### src/rtl/seq_stage_controller.sv
// seq_stage_controller: multi-cycle sequencer for the Y86-64 SEQ datapath.
// Owns the architectural PC and processor status, and steps one instruction
// at a time through FETCH, DECODE, EXECUTE, [MEMORY], WRITEBACK and PCUPD.
//
// Ports:
//   clk, rst_n      clock (rising edge), async active-low reset
//   start           begin execution (sampled only in IDLE)
//   icode           instruction code from fetch logic (valid with mem_ready in FETCH)
//   instr_valid     legal-instruction flag, sampled with icode
//   imem_error      fetch address error, sampled with icode
//   mem_ready       completion strobe for the active memory request
//   dmem_error      data address error, sampled with mem_ready in MEMORY
//   new_pc          next PC from PC-update logic, committed in PCUPD
//   pc              architectural PC (fetch address)
//   fetch_req       instruction memory request, high throughout FETCH
//   mem_req         data memory request, high throughout MEMORY
//   dec_en, exe_en, wb_en, pc_en   one-cycle stage enables
//   stat            1=AOK 2=HLT 3=ADR 4=INS
//   busy            high in every state except IDLE and HALT
//   instr_count     retired-instruction counter (wraps)
module seq_stage_controller #(
  parameter logic [63:0] RESET_PC = 64'h0
) (
  input  logic        clk,
  input  logic        rst_n,
  input  logic        start,
  input  logic [3:0]  icode,
  input  logic        instr_valid,
  input  logic        imem_error,
  input  logic        mem_ready,
  input  logic        dmem_error,
  input  logic [63:0] new_pc,
  output logic [63:0] pc,
  output logic        fetch_req,
  output logic        mem_req,
  output logic        dec_en,
  output logic        exe_en,
  output logic        wb_en,
  output logic        pc_en,
  output logic [2:0]  stat,
  output logic        busy,
  output logic [31:0] instr_count
);

  localparam int unsigned PC_W    = 64;
  localparam int unsigned CNT_W   = 32;
  localparam int unsigned STAT_W  = 3;
  localparam int unsigned ICODE_W = 4;

  localparam logic [STAT_W-1:0] STAT_AOK = 3'd1;
  localparam logic [STAT_W-1:0] STAT_HLT = 3'd2;
  localparam logic [STAT_W-1:0] STAT_ADR = 3'd3;
  localparam logic [STAT_W-1:0] STAT_INS = 3'd4;

  localparam logic [ICODE_W-1:0] I_HALT = 4'h0;

  typedef enum logic [2:0] {
    S_IDLE      = 3'd0,
    S_FETCH     = 3'd1,
    S_DECODE    = 3'd2,
    S_EXECUTE   = 3'd3,
    S_MEMORY    = 3'd4,
    S_WRITEBACK = 3'd5,
    S_PCUPD     = 3'd6,
    S_HALT      = 3'd7
  } state_t;

  state_t               r_state;
  state_t               w_state_nxt;
  logic [STAT_W-1:0]    r_stat;
  logic [STAT_W-1:0]    w_stat_nxt;
  logic [ICODE_W-1:0]   r_icode_q;
  logic [ICODE_W-1:0]   w_icode_nxt;
  logic [PC_W-1:0]      r_pc;
  logic [CNT_W-1:0]     r_instr_count;
  logic                 r_fetch_req;
  logic                 r_mem_req;
  logic                 r_dec_en;
  logic                 r_exe_en;
  logic                 r_wb_en;
  logic                 r_pc_en;
  logic                 r_busy;
  logic                 w_is_mem_op;

  // Instructions that touch data memory: rmmovq, mrmovq, call, ret, pushq, popq.
  always_comb begin
    w_is_mem_op = 1'b0;
    case (r_icode_q)
      4'h4, 4'h5, 4'h8, 4'h9, 4'hA, 4'hB: w_is_mem_op = 1'b1;
      default:                            w_is_mem_op = 1'b0;
    endcase
  end

  // State register.
  always_ff @(posedge clk or negedge rst_n) begin
    if (!rst_n) begin
      r_state <= S_IDLE;
    end else begin
      r_state <= w_state_nxt;
    end
  end

  // Next-state logic, plus the status/icode values captured on the same edge.
  always_comb begin
    w_state_nxt = r_state;
    w_stat_nxt  = r_stat;
    w_icode_nxt = r_icode_q;
    case (r_state)
      S_IDLE: begin
        if (start) begin
          w_state_nxt = S_FETCH;
        end
      end
      S_FETCH: begin
        // Fault priority: address error, then illegal instruction, then halt.
        if (mem_ready) begin
          if (imem_error) begin
            w_state_nxt = S_HALT;
            w_stat_nxt  = STAT_ADR;
          end else if (!instr_valid) begin
            w_state_nxt = S_HALT;
            w_stat_nxt  = STAT_INS;
          end else if (icode == I_HALT) begin
            w_state_nxt = S_HALT;
            w_stat_nxt  = STAT_HLT;
          end else begin
            w_state_nxt = S_DECODE;
            w_icode_nxt = icode;
          end
        end
      end
      S_DECODE: begin
        w_state_nxt = S_EXECUTE;
      end
      S_EXECUTE: begin
        w_state_nxt = w_is_mem_op ? S_MEMORY : S_WRITEBACK;
      end
      S_MEMORY: begin
        if (mem_ready) begin
          if (dmem_error) begin
            w_state_nxt = S_HALT;
            w_stat_nxt  = STAT_ADR;
          end else begin
            w_state_nxt = S_WRITEBACK;
          end
        end
      end
      S_WRITEBACK: begin
        w_state_nxt = S_PCUPD;
      end
      S_PCUPD: begin
        w_state_nxt = S_FETCH;
      end
      S_HALT: begin
        w_state_nxt = S_HALT;
      end
      default: begin
        w_state_nxt = S_IDLE;
      end
    endcase
  end

  // Architectural state: PC and retire count only move on a PCUPD cycle.
  always_ff @(posedge clk or negedge rst_n) begin
    if (!rst_n) begin
      r_pc          <= RESET_PC;
      r_instr_count <= '0;
      r_stat        <= STAT_AOK;
      r_icode_q     <= '0;
    end else begin
      r_stat    <= w_stat_nxt;
      r_icode_q <= w_icode_nxt;
      if (r_state == S_PCUPD) begin
        r_pc          <= new_pc;
        r_instr_count <= r_instr_count + CNT_W'(1);
      end
    end
  end

  // Moore outputs registered from the next state so each one is high exactly
  // while the state register holds the matching state.
  always_ff @(posedge clk or negedge rst_n) begin
    if (!rst_n) begin
      r_fetch_req <= 1'b0;
      r_dec_en    <= 1'b0;
      r_exe_en    <= 1'b0;
      r_mem_req   <= 1'b0;
      r_wb_en     <= 1'b0;
      r_pc_en     <= 1'b0;
      r_busy      <= 1'b0;
    end else begin
      r_fetch_req <= (w_state_nxt == S_FETCH);
      r_dec_en    <= (w_state_nxt == S_DECODE);
      r_exe_en    <= (w_state_nxt == S_EXECUTE);
      r_mem_req   <= (w_state_nxt == S_MEMORY);
      r_wb_en     <= (w_state_nxt == S_WRITEBACK);
      r_pc_en     <= (w_state_nxt == S_PCUPD);
      r_busy      <= (w_state_nxt != S_IDLE) && (w_state_nxt != S_HALT);
    end
  end

  assign pc          = r_pc;
  assign instr_count = r_instr_count;
  assign stat        = r_stat;
  assign fetch_req   = r_fetch_req;
  assign dec_en      = r_dec_en;
  assign exe_en      = r_exe_en;
  assign mem_req     = r_mem_req;
  assign wb_en       = r_wb_en;
  assign pc_en       = r_pc_en;
  assign busy        = r_busy;

endmodule

### config.mk
export PLATFORM = sky130hd
export DESIGN_NAME = seq_stage_controller
export DESIGN_NICKNAME = d
export VERILOG_FILES = /design/src/rtl/seq_stage_controller.sv
export SDC_FILE = /design/constraint.sdc
export NUM_CORES = 1
export LEC_CHECK = 0
export CELL_PAD_IN_SITES_DETAIL_PLACEMENT = 1
export CELL_PAD_IN_SITES_GLOBAL_PLACEMENT = 1
export CORE_ASPECT_RATIO = 0.6
export CORE_MARGIN = 4
export CORE_UTILIZATION = 36
export CTS_BUF_LIST = sky130_fd_sc_hd__clkbuf_4
export CTS_CLUSTER_SIZE = 25
export DETAILED_ROUTE_END_ITERATION = 10
export GPL_TIMING_DRIVEN = 0
export PLACE_DENSITY_LB_ADDON = 0.1
export RECOVER_POWER = 25
export SLEW_MARGIN = 20
export SYNTH_ARGS = -nofsm -noshare
export SYNTH_HDL_FRONTEND = slang
export SYNTH_SLANG_ARGS = --single-unit
### constraint.sdc
create_clock -name clk -period 2.5 [get_ports clk]
set_input_delay 0.5 -clock clk [delete_from_list [all_inputs] [get_ports clk]]
set_output_delay 0.5 -clock clk [all_outputs]
set_load 0.1 [all_outputs]
==> impl_metrics.toml <==
[worst_setup_path]
ff2ff_setup_slack_ns = 0.57
reg2reg_depth = 6
cp_max_fo = 1
path_delay_family = "buffers and inverters"
cp.arrival_ns = 1.91
r2r-end = "instr_count[29]"
critPathMaxStageDelay_ns = 1.12
worst-path-buf-inv = 1
criticalPathCategory = "register to output pin"
cp.required_ns = 2.00
cp-start-kind = "register"
r2r_start = "r_state[2]"
endpoint_kind = "output pin"
worstPathCellList = "clkdlybuf4s50_1"
slowest_stage = "clkdlybuf4s50_1"

[routing]
first_iter_violations = 136
dr.pass1.iters = 6
antenna_left = 0
drc = 0
wirelength_mm = 13.5
wl_per_cell_um = 16.4
avgViaCountPerCell = 4.74
vias = 3906

[clocking]
clkTransAtPathRegs_ns = 0.16
htree_levels = 3
tritoncts = "built"
clk_latency_ns = 0.45
cts.sinks = 112
cts_setup_buffers = 0
cts_buffers = 9
clock_path_buffers = 2
clockRootBuffer = "clkbuf_4"

[sta]
rsz0062_at_grt = "false"
finalSetupViolCount = 0
fin_crit_sh_pct = 96.5
clock_skew_ns = 0.0149
max_freq_ghz = 0.415
drv_slew = 0
finalHoldViolations = 0
tightest_slew_ns = 1.17
min_period_ns = 2.41
slew_headroom_pct = 21.8

[placed_design]
hpwl_mm = 10.4
place.gp.congestion = 0.791
port_buffers = 180

[finish]
final_core_util_pct = 54.3
final_layout_size_suffix_gt1_share_pct = 5.46
layout-area-overhead-vs-synth_pct = 45.3
final_nets = 733
diodes = 0

[floorplanning]
start_util_pct = 37.4
die_area_sq_um = 14700
die_w_um = 154
io_pins = 181
die_y_um = 95.4
coreArea_sq_um = 12300
fp-row-count = 31

[yosys]
ys_top_cells_by_area = "dfrtp_1 (61%), nand2_1 (17%), xnor2_1 (5.2%)"
synth_cell_types = 40
ys_seq_area_share_pct = 61.2
syn_nets = 540
yosys_warnings = 0
ys_async_sr_fraction_pct = 100
synth_area_per_cell_sq_um = 9.87
synth_top_cell_by_area = "dfrtp_1"
synth_edf_count = 0
syn_inst = 464
synth_top_area_share_pct = 60.6
synth_seq_cells = 112
ys.flop_type = "dfrtp_1"
synth_area_sq_um = 4580

[flow_run]
cap_violations = 0

[run_status]
status = "complete, no violations"

[hold_path]
min_from = "pc[17]"
hold_end = "pc[17]"
hold_depth = 2
hold_class = "register to register"

[grt]
grt_pass1_wl_mm = 22.0
antenna_found_initial = 0
grt_pass1_vias = 4249
grtUsageTotal_pct = 18.8
grt_max_degree = 67
globalRouteOverflowTotal = 0
## flip-flops by register name, indices dropped and copies added (netlist names)
| name | flops |
|---|---|
| pc | 64 |
| instr_count | 32 |
| r_icode_q | 3 |
| r_state | 3 |
| stat | 3 |
| busy | 1 |
| dec_en | 1 |
| exe_en | 1 |
| fetch_req | 1 |
| mem_req | 1 |
| pc_en | 1 |
| wb_en | 1 |
## final cells by class
class / count / area (sq um)
clock inverters: 4 / 72.6
flip-flops and latches: 112 / 2800
inverters: 2 / 7.51
clock buffers: 9 / 67.6
multi-input cells: 328 / 1670
plain buffers: 22 / 100
fillers: 1466 / 5600
repair buffers: 182 / 1730
well taps: 165 / 206
## synthesized netlist by cell type, types with 2 or more instances
cell,count
dfrtp_1,111
nand2b_1,3
nor2_1,10
xnor2_1,27
and2_1,5
and3b_1,3
nor3b_1,2
buf_2,8
nor2b_1,4
xor2_1,4
nand2_1,208
nand3_1,14
o21ai_0,4
and3_1,3
mux2_2,5
buf_4,3
inv_1,2
clkbuf_1,11
and4_1,2
nand4_1,13
nor3_1,3
## what timing repair did
item                       in CTS  in global routing
hold endpoints to repair       46                  0
hold buffers                    1                  0
resized for setup              92                 11
setup endpoints to repair      92                 11
cloned                          0                  0
## kinds of logic (layout without fill, tap and decap cells)
kind of cell,count (synthesis),after routing,share of synthesized area (%)
compound gates,13,13,1.89
xor+xnor,31,31,5.93
fa+ha+maj,1,1,0.273
buf+inv,24,219,2.43
flops,112,112,61.2
mux,6,6,1.45
simple gates,277,277,26.8
## layout by cell type, fill, tap and decap left out, drive strengths merged, types with 5 or more instances in the layout
| cell type | n |
|---|---|
| clkbuf | 22 |
| mux2 | 5 |
| nand3 | 14 |
| dlygate4sd2 | 92 |
| xnor2 | 27 |
| dfrtp | 111 |
| and2 | 5 |
| nand4 | 13 |
| nor2 | 10 |
| clkdlybuf4s50 | 76 |
| buf | 11 |
| nand2 | 208 |
| dlymetal6s2s | 11 |
## how the worst max path moves through the flow
stage	from	endpoint	slack, ns	cells after the start
6_report	busy	busy	0.09	1
3_3_place_gp	rst_n	pc[10]	-3.52	1
3_5_place_dp	icode[1]	stat[2]	0.17	5
5_1_grt	busy	busy	0.005	1
2_1_floorplan	instr_count[0]	instr_count[28]	0.16	6
4_1_cts	pc[4]	pc[4]	0.0004	1
## per-layer routing
| metal | global-route usage (%) | part of all wire, % | vias up |
|---|---|---|---|
| met5 | 0 | 0 | - |
| met4 | 3.67 | 1.2 | 0 |
| met3 | 8.84 | 9.6 | 14 |
| met2 | 32.0 | 48 | 108 |
| met1 | 22.2 | 41 | 1911 |
| li1 | - | - | 1873 |
## metrics by stage
step	hold slack (ns)	setup slack, ns	area [sq um]	TNS, ns	cells
detailed placement	0.464	0.167	6620	0	810
global route	0.505	0.00477	6650	0	824
global placement	0.457	-3.52	6590	-391.38	809
finish	0.490	0.0883	6650	0	824
CTS	0.496	0.000353	6650	0	824
floorplan	0.204	0.162	4580	0	464
Power is not shown: default switching activity piles up to over one toggle a cycle in this logic, so the estimate is an artifact.
